[config.mk]
export PLATFORM = sky130hd
export DESIGN_NAME = alu_ctrl_sequencer
export DESIGN_NICKNAME = d
export VERILOG_FILES = /design/src/rtl/ctrl_pkg.sv /design/src/rtl/ctrl_decode.sv /design/src/rtl/alu_ctrl_sequencer.sv
export SDC_FILE = /design/constraint.sdc
export NUM_CORES = 1
export LEC_CHECK = 0
export CAP_MARGIN = 20
export CORE_ASPECT_RATIO = 1.1
export CORE_MARGIN = 1
export CORE_UTILIZATION = 45
export DETAILED_ROUTE_END_ITERATION = 16
export MAX_ROUTING_LAYER = met4
export PLACE_DENSITY = 0.72
export SLEW_MARGIN = 15
export SYNTH_ARGS = -nofsm -noshare
export SYNTH_HDL_FRONTEND = slang
export SYNTH_SLANG_ARGS = --single-unit
[constraint.sdc]
create_clock -name clock -period 4.5 [get_ports clock]
set_input_delay 1.35 -clock clock [delete_from_list [all_inputs] [get_ports clock]]
set_output_delay 1.35 -clock clock [all_outputs]
set_load 0.02 [all_outputs]
[src/rtl/ctrl_pkg.sv]
// Shared opcodes, ALU/operand-bus codes, state encoding and control-word layout
// for the 4-bit processor fetch/decode/execute controller.
package ctrl_pkg;

  localparam logic [3:0] OP_JC    = 4'h0;
  localparam logic [3:0] OP_JNC   = 4'h1;
  localparam logic [3:0] OP_CMPI  = 4'h2;
  localparam logic [3:0] OP_CMPM  = 4'h3;
  localparam logic [3:0] OP_LIT   = 4'h4;
  localparam logic [3:0] OP_IN    = 4'h5;
  localparam logic [3:0] OP_LD    = 4'h6;
  localparam logic [3:0] OP_ST    = 4'h7;
  localparam logic [3:0] OP_JZ    = 4'h8;
  localparam logic [3:0] OP_JNZ   = 4'h9;
  localparam logic [3:0] OP_ADDI  = 4'hA;
  localparam logic [3:0] OP_ADDM  = 4'hB;
  localparam logic [3:0] OP_JMP   = 4'hC;
  localparam logic [3:0] OP_OUT   = 4'hD;
  localparam logic [3:0] OP_NANDI = 4'hE;
  localparam logic [3:0] OP_NANDM = 4'hF;

  localparam logic [3:0] ALU_F_PASSA = 4'b0000;
  localparam logic [3:0] ALU_F_SUB   = 4'b0001;
  localparam logic [3:0] ALU_F_PASSB = 4'b0010;
  localparam logic [3:0] ALU_F_ADD   = 4'b0011;
  localparam logic [3:0] ALU_F_NAND  = 4'b0100;

  localparam logic [1:0] BSEL_IMM = 2'b00;
  localparam logic [1:0] BSEL_RAM = 2'b01;
  localparam logic [1:0] BSEL_IN  = 2'b10;

  typedef enum logic [1:0] {
    ST_FETCH   = 2'd0,
    ST_OPERAND = 2'd1,
    ST_EXECUTE = 2'd2
  } state_t;

  typedef enum logic [2:0] {
    JK_NONE   = 3'd0,
    JK_C      = 3'd1,
    JK_NC     = 3'd2,
    JK_Z      = 3'd3,
    JK_NZ     = 3'd4,
    JK_ALWAYS = 3'd5
  } jump_kind_t;

  // All-zero word is the idle control word driven outside EXECUTE.
  typedef struct packed {
    logic [3:0] alu_f;
    logic [1:0] b_sel;
    logic       acc_en;
    logic       out_en;
    logic       we_en;
    logic       flag_en;
    jump_kind_t jump_kind;
  } ctrl_word_t;

  function automatic logic is_two_byte(input logic [3:0] op);
    case (op)
      OP_JC, OP_JNC, OP_CMPM, OP_LD, OP_ST,
      OP_JZ, OP_JNZ, OP_ADDM, OP_JMP, OP_NANDM: is_two_byte = 1'b1;
      default:                                  is_two_byte = 1'b0;
    endcase
  endfunction

endpackage

[src/rtl/ctrl_decode.sv]
// Combinational opcode decoder: maps an opcode nibble to the EXECUTE-cycle control word.
module ctrl_decode
  import ctrl_pkg::*;
(
  input  logic [3:0] i_opcode,
  output ctrl_word_t o_ctrl
);

  always_comb begin
    o_ctrl = '0;
    case (i_opcode)
      OP_JC:    o_ctrl.jump_kind = JK_C;
      OP_JNC:   o_ctrl.jump_kind = JK_NC;
      OP_JZ:    o_ctrl.jump_kind = JK_Z;
      OP_JNZ:   o_ctrl.jump_kind = JK_NZ;
      OP_JMP:   o_ctrl.jump_kind = JK_ALWAYS;
      OP_CMPI: begin
        o_ctrl.alu_f   = ALU_F_SUB;
        o_ctrl.b_sel   = BSEL_IMM;
        o_ctrl.flag_en = 1'b1;
      end
      OP_CMPM: begin
        o_ctrl.alu_f   = ALU_F_SUB;
        o_ctrl.b_sel   = BSEL_RAM;
        o_ctrl.flag_en = 1'b1;
      end
      OP_LIT: begin
        o_ctrl.alu_f  = ALU_F_PASSB;
        o_ctrl.b_sel  = BSEL_IMM;
        o_ctrl.acc_en = 1'b1;
      end
      OP_IN: begin
        o_ctrl.alu_f  = ALU_F_PASSB;
        o_ctrl.b_sel  = BSEL_IN;
        o_ctrl.acc_en = 1'b1;
      end
      OP_LD: begin
        o_ctrl.alu_f  = ALU_F_PASSB;
        o_ctrl.b_sel  = BSEL_RAM;
        o_ctrl.acc_en = 1'b1;
      end
      OP_ST: begin
        o_ctrl.alu_f = ALU_F_PASSA;
        o_ctrl.we_en = 1'b1;
      end
      OP_ADDI: begin
        o_ctrl.alu_f   = ALU_F_ADD;
        o_ctrl.b_sel   = BSEL_IMM;
        o_ctrl.acc_en  = 1'b1;
        o_ctrl.flag_en = 1'b1;
      end
      OP_ADDM: begin
        o_ctrl.alu_f   = ALU_F_ADD;
        o_ctrl.b_sel   = BSEL_RAM;
        o_ctrl.acc_en  = 1'b1;
        o_ctrl.flag_en = 1'b1;
      end
      OP_OUT: begin
        o_ctrl.alu_f  = ALU_F_PASSA;
        o_ctrl.out_en = 1'b1;
      end
      OP_NANDI: begin
        o_ctrl.alu_f   = ALU_F_NAND;
        o_ctrl.b_sel   = BSEL_IMM;
        o_ctrl.acc_en  = 1'b1;
        o_ctrl.flag_en = 1'b1;
      end
      OP_NANDM: begin
        o_ctrl.alu_f   = ALU_F_NAND;
        o_ctrl.b_sel   = BSEL_RAM;
        o_ctrl.acc_en  = 1'b1;
        o_ctrl.flag_en = 1'b1;
      end
      default: o_ctrl = '0;
    endcase
  end

endmodule

[src/rtl/alu_ctrl_sequencer.sv]
// Fetch/decode/execute sequencer driving the ALU interface of the 4-bit processor.
// Optional single-step control (run/step ports) enabled by defining CTRL_STEP_EN.
module alu_ctrl_sequencer
  import ctrl_pkg::*;
#(
  parameter int unsigned ADDR_W       = 12,
  parameter int unsigned RESET_VECTOR = 0
) (
  input  logic              clock,
  input  logic              reset,
`ifdef CTRL_STEP_EN
  input  logic              run,
  input  logic              step,
`endif
  output logic [ADDR_W-1:0] prog_addr,
  input  logic [7:0]        prog_data,
  input  logic              alu_c,
  input  logic              alu_z,
  output logic [3:0]        alu_f,
  output logic [1:0]        b_sel,
  output logic [3:0]        imm,
  output logic [ADDR_W-1:0] ram_addr,
  output logic              ram_we,
  output logic              acc_load,
  output logic              out_load,
  output logic              flag_c,
  output logic              flag_z
);

  state_t            r_state;
  logic [ADDR_W-1:0] r_pc;
  logic [7:0]        r_ir;
  logic [7:0]        r_adr;
  logic              r_flag_c;
  logic              r_flag_z;
  ctrl_word_t        r_cw;

  logic [3:0]        w_dec_op;
  ctrl_word_t        w_cw;
  logic              w_taken;
  logic              w_go;
  logic [ADDR_W-1:0] w_jump_target;

  // Decode the byte on the bus while fetching, otherwise the latched opcode.
  assign w_dec_op      = (r_state == ST_FETCH) ? prog_data[7:4] : r_ir[7:4];
  assign w_jump_target = ADDR_W'({r_ir[3:0], r_adr});

  ctrl_decode u_decode (
    .i_opcode (w_dec_op),
    .o_ctrl   (w_cw)
  );

  always_comb begin
    w_taken = 1'b0;
    case (r_cw.jump_kind)
      JK_C:      w_taken = r_flag_c;
      JK_NC:     w_taken = ~r_flag_c;
      JK_Z:      w_taken = r_flag_z;
      JK_NZ:     w_taken = ~r_flag_z;
      JK_ALWAYS: w_taken = 1'b1;
      default:   w_taken = 1'b0;
    endcase
  end

`ifdef CTRL_STEP_EN
  logic r_step_q;
  logic r_step_pend;
  logic w_step_rise;

  assign w_step_rise = step & ~r_step_q;
  assign w_go        = run | r_step_pend;

  // A detected step edge arms exactly one instruction fetch.
  always_ff @(posedge clock or negedge reset) begin
    if (!reset) begin
      r_step_q    <= 1'b0;
      r_step_pend <= 1'b0;
    end else begin
      r_step_q <= step;
      if (w_step_rise)
        r_step_pend <= 1'b1;
      else if (r_state == ST_FETCH)
        r_step_pend <= 1'b0;
    end
  end
`else
  assign w_go = 1'b1;
`endif

  always_ff @(posedge clock or negedge reset) begin
    if (!reset) begin
      r_state  <= ST_FETCH;
      r_pc     <= ADDR_W'(RESET_VECTOR);
      r_ir     <= '0;
      r_adr    <= '0;
      r_flag_c <= 1'b0;
      r_flag_z <= 1'b0;
      r_cw     <= '0;
    end else begin
      case (r_state)
        ST_FETCH: begin
          if (w_go) begin
            r_ir <= prog_data;
            r_pc <= r_pc + ADDR_W'(1);
            if (is_two_byte(prog_data[7:4])) begin
              r_state <= ST_OPERAND;
            end else begin
              r_state <= ST_EXECUTE;
              r_cw    <= w_cw;
            end
          end
        end
        ST_OPERAND: begin
          r_adr   <= prog_data;
          r_pc    <= r_pc + ADDR_W'(1);
          r_state <= ST_EXECUTE;
          r_cw    <= w_cw;
        end
        ST_EXECUTE: begin
          if (r_cw.flag_en) begin
            r_flag_c <= alu_c;
            r_flag_z <= alu_z;
          end
          if (w_taken)
            r_pc <= w_jump_target;
          r_cw    <= '0;
          r_state <= ST_FETCH;
        end
        default: begin
          r_cw    <= '0;
          r_state <= ST_FETCH;
        end
      endcase
    end
  end

  assign prog_addr = r_pc;
  assign alu_f     = r_cw.alu_f;
  assign b_sel     = r_cw.b_sel;
  assign acc_load  = r_cw.acc_en;
  assign out_load  = r_cw.out_en;
  assign ram_we    = r_cw.we_en;
  assign imm       = r_ir[3:0];
  assign ram_addr  = w_jump_target;
  assign flag_c    = r_flag_c;
  assign flag_z    = r_flag_z;

endmodule

; ---- Word-level counts from Yosys, hierarchy flattened
; Memories as Yosys holds them, arrays and structs flattened.
; Cells that the tools add are included.
[classes]
addsub = 1
n_eq_ne = 24
muxes = 16
n_bitwise = 2
reduce_logical = 13
[op_table]
columns = cell, count
row1 = $eq A4 B4 Y1 const B, 8
row2 = $pmux W13 S2, 1
row3 = $pmux W12 S2, 1
row4 = $eq A4 B3 Y1 const B, 4
row5 = $pmux W3 S5, 1
row6 = $mux W13, 1
row7 = $add A12 B1 Y12 const B, 1
row8 = $mux W12, 1
row9 = $pmux W3 S4, 1
row10 = $eq A4 B2 Y1 const B, 2
row11 = $pmux W2 S2, 2
row12 = $reduce_or A2 Y1, 4
row13 = $reduce_or A7 Y1, 1
row14 = $eq A3 B2 Y1 const B, 2
row15 = $eq A3 B3 Y1 const B, 2
row16 = $reduce_or A6 Y1, 1
row17 = $mux W1, 5
row18 = $pmux W1 S5, 1
row19 = $eq A4 B1 Y1 const B, 1
row20 = $logic_not A4 Y1, 1
row21 = $mux W4, 1
row22 = $ne A2 B2 Y1 const B, 2
row23 = $reduce_and A2 Y1, 2
row24 = $reduce_or A4 Y1, 1
row25 = other kinds (8), 9
[totals]
ff_bits = 45
romBits = 16
output_inout_bits = 39
wordCells = 70
n_memories = 1
[mem_list]
columns = memory, words, width, rd, rd_clocked_by_memory_dff, write_ports, line_no
row1 = (no name shown), 16, 1, 1, 0, 0, ctrl_pkg.sv:59  ; case (op)

; ---- Depth between registers and ports, before layout
[depth]
word_depth = 7
depth_mapped = 8

; ---- By module
; From an unflattened synthesis, not the netlist that was laid out.
[hier_totals]
hier_cells = 232
hier_area_um2 = 2536.2
[modules_own_cells]
columns = mod, instances, cells_per_inst, area_per_inst_um2
row1 = alu_ctrl_sequencer, 1, 207, 2371.0
row2 = ctrl_decode, 1, 25, 165.2

; ---- Least setup slack after synthesis
; OpenSTA, ideal clock, no wires.
[synth_timing]
path_type = input port to flip-flop
start = in prog_data[4]
end = reg r_cw (netlist bit out_load)
setup_time_ps = 67
arrival_ps = 2552
path_slack_ps = 1880
stages = 7
path_buffers = 0
cell_sequence = inv_1 -> ha_1 -> nand2_1 -> a21oi_1 -> or3_1 -> a21oi_1 -> a32o_1
[synth_between]
elab_chain_cells = 5
[synth_lines]
columns = item, line_no
row1 = start: declaration, alu_ctrl_sequencer.sv:16  ; input logic [7:0] prog_data,
row2 = "parallel branches: the longest is 5 deep, another holds $mem_v2 Z16 W1", -
row3 = end signal: assignment, alu_ctrl_sequencer.sv:109  ; r_cw <= w_cw;
row4 = end signal: assignment, alu_ctrl_sequencer.sv:117  ; r_cw <= w_cw;
row5 = end: declaration, alu_ctrl_sequencer.sv:36  ; ctrl_word_t r_cw;
; Parallel ways; which one is timed is not known. The select of a mux whose other input is x is not followed.
; A chain may end at the register's enable or synchronous reset.

; ---- Worst setup path in the final report
[layout_timing]
start = in prog_data[4]
end = reg r_cw (netlist bit ram_we)
[layout_between]
elab_chain_cells = 5
[layout_lines]
columns = item
row1 = "parallel branches: the longest is 5 deep, another holds $mem_v2 Z16 W1"
; Parallel ways; which one is timed is not known. The select of a mux whose other input is x is not followed.

==> impl_metrics.env <==
export IMPL_power_per_cell_area_nw_per_um2=802
export IMPL_relSlewSlack_pct=32.8
export IMPL_cap_viol_max_count=0
export IMPL_vias=1865
export IMPL_cts_setup_buffers=0
export IMPL_area_delta_synth_final_pct=21.5
export IMPL_clk_latency_ns=0.30
export IMPL_synth_warnings=0
export IMPL_crit_chain="clkdlybuf4s50_1, inv_1, ha_1, nand2_1, a31o_2, nor2_1, a22o_1"
export IMPL_crit_fanout=13
export IMPL_grt_overflow_total=0
export IMPL_htree_levels=2
export IMPL_grtUsageTotal_pct=20.8
export IMPL_ys_types=44
export IMPL_cts_made_buffers=5
export IMPL_p_leak_uw=0.00128
export IMPL_ir_worst_vdd_uv=412
export IMPL_path_clk_slew_ns=0.08
export IMPL_whs_ns=0.482
export IMPL_crit_buf_inv=2
export IMPL_status="completed"
export IMPL_synth_cell_area_um2=2310
export IMPL_stdcell_count=330
export IMPL_required_ns=4.73
export IMPL_worst_pin_slew_ns=1.01
export IMPL_async_flop_share_pct=100
export IMPL_hp_class="reg2reg"
export IMPL_postSynthAreaPerCell_um2=9.71
export IMPL_cpMaxStageDelayCell="nor2_1"
export IMPL_cts_path_max_buffers=2
export IMPL_postCtsHoldBufs=0
export IMPL_min_period_ns=3.31
export IMPL_antenna_found_initial=0
export IMPL_dr_pass1_iters=4
export IMPL_finalSetupViolCount=0
export IMPL_hpwl_um=3640
export IMPL_io_buffer_count=49
export IMPL_path_class="in2reg"
export IMPL_rsz0062_at_grt="false"
export IMPL_n_fill_cell=467
export IMPL_drtIter0Drc=171
export IMPL_io_pins=51
export IMPL_rows=27
export IMPL_p_total_uw=2250
export IMPL_drive_gt1_share_pct=6.62
export IMPL_fin_nets=285
export IMPL_slowest_delay_ns=0.69
export IMPL_regArea_um2=1100
export IMPL_worstSetupStartpointType="input pin"
export IMPL_core_um2=4970
export IMPL_ys_ff_latch=44
export IMPL_wire_per_inst_um=15.5
export IMPL_yosysSeqAreaShare_pct=47.6
export IMPL_synth_fp_nets=252
export IMPL_grt_pass1_vias=1789
export IMPL_postRouteAntennaNets=0
export IMPL_fp_dieArea_um2=5430
export IMPL_timing_final_max_slew_violations=0
export IMPL_chipWidth_um=70.3
export IMPL_via_per_inst=5.65
export IMPL_postCtsResizedCells=0
export IMPL_drc=0
export IMPL_dp_cells=322
export IMPL_end_kind="register"
export IMPL_synth_cells=238
export IMPL_initial_core_util_pct=46.5
export IMPL_period_share_pct=73.6
export IMPL_wl_um=5120
export IMPL_die_h_um=77.2
export IMPL_worstPathArrival_ns=3.55
export IMPL_finalHoldViolCount=0
export IMPL_synth_edf_count=0
export IMPL_gp_congestion=0.831
export IMPL_max_freq_ghz=0.302
export IMPL_grt_pass1_wl_um=8740
export IMPL_setup_tns_ns=0
export IMPL_cp_top_family="simple AND/OR/NAND/NOR gates"
export IMPL_synthFlopType="dfrtp_1"
export IMPL_multi_input_area_um2=1030
export IMPL_diodes=0
export IMPL_clock_sinks=44
export IMPL_cts_root_buf="clkbuf_8"
export IMPL_cts_tree="yes"
export IMPL_grt_start_max_net_pins=45
export IMPL_fin_worst_skew_ns=0.00942
[metrics by stage]
step	worst slack, ns	cell area (µm²)	utilization, %
after detailed placement	0.890	2720	54.7
after floorplan	1.88	2310	-
after global placement	0.973	2720	54.7
after CTS	1.21	2810	56.6
after global routing	1.06	2810	56.6
final	1.19	2810	56.6
[synthesized netlist by cell type (3+ instances only)]
cell	instances	area, µm²
o21ai_0	7	35.0
nor2b_1	7	43.8
nand2b_1	8	50.1
nand3b_1	3	22.5
a21o_1	5	37.5
nand2_1	47	176
buf_4	15	113
inv_1	6	22.5
and3_1	5	31.3
mux2i_1	7	70.1
clkbuf_1	3	11.3
a22o_1	8	70.1
xnor2_1	5	43.8
a31oi_1	4	25.0
dfrtp_1	44	1100
a21oi_1	10	50.1
nor2_1	11	41.3
buf_2	3	15.0
a32o_1	5	50.1
xor2_1	4	35.0
[layout make-up]
type / instances / area share, %
inverters: 6 / 0.802
flip-flops and latches: 44 / 39.2
multi-input cells: 165 / 36.8
well taps: 58 / 2.58
clock buffers: 7 / 3.07
repair buffers: 49 / 17.3
clock inverters: 1 / 0.267
[flip-flops by register name (all words and copies together), names as in the netlist, 2 cells and up]
| name | cells |
|---|---|
| r_cw | 4 |
| prog_addr | 12 |
| r_state | 2 |
| b_sel | 2 |
| r_ir | 8 |
| alu_f | 3 |
| r_adr | 8 |
[logic make-up (layout without fill, tap and decap cells)]
group	after synthesis	in the layout	synth area share (%)
adders and majority gates	2	2	1.08
other	1	1	0.162
and+or+nand+nor	93	93	19.5
AOI/OAI and AO/OA	51	51	16.5
DFF	44	44	47.6
buffers and inverters	29	63	7.63
muxes	9	9	4.01
xor gates and xnor gates	9	9	3.41
[power by group]
group	total, µW	switching [µW]	internal [µW]	leakage [µW]
clock network	257	132	125	0.0000445
registers	805	232	573	0.000547
logic	1190	624	567	0.000691
total	2250	988	1260	0.00128
[path summary, 6_finish.rpt]
| path | startpoint | end | slack, ns | depth (start not counted) |
|---|---|---|---|---|
| worst max-delay path | prog_data[4] | ram_we$_DFFE_PN0P_ | 1.19 | 7 |
| max in group asynchronous | reset | prog_addr[8]$_DFFE_PN0P_ | 2.72 | 1 |
| worst max register to register | r_state[1]$_DFF_PN0_ | r_cw[2]$_DFFE_PN0P_ | 1.94 | 4 |
| worst min-delay path | acc_load$_DFFE_PN0P_ | acc_load$_DFFE_PN0P_ | 0.48 | 2 |
| worst min register to register | acc_load$_DFFE_PN0P_ | acc_load$_DFFE_PN0P_ | 0.48 | 2 |
| min in group asynchronous | reset | prog_addr[0]$_DFFE_PN0P_ | 1.19 | 1 |
[routing by layer]
layer,wire (µm),track usage [%],up-vias
li1,-,-,879
met3,300,3.94,8
met1,2260,27.0,909
met4,72,6.40,0
met5,0,-,-
met2,2490,32.9,69
[layout by cell type, fill, tap and decap left out, types with 3 or more instances in the layout]
cell and n:
clkdlybuf4s50_1 48, nand2_1 47, dfrtp_1 44, nor2_1 11
a21oi_1 10, nand2b_1 8, a22o_1 8, nor2b_1 7
o21ai_0 7, mux2i_1 7, inv_1 6, clkbuf_8 6
a21o_1 5, and3_1 5, a32o_1 5, xnor2_1 5
a31oi_1 4, xor2_1 4, nand3b_1 3
[tightest hold or removal path: cells and delay by family (launching register included)]
family           cells  cell delay [ns]
AND/OR/NAND/NOR      2             0.10
flip-flops           1             0.36
No activity file was read; power rests on OpenSTA's default activity.
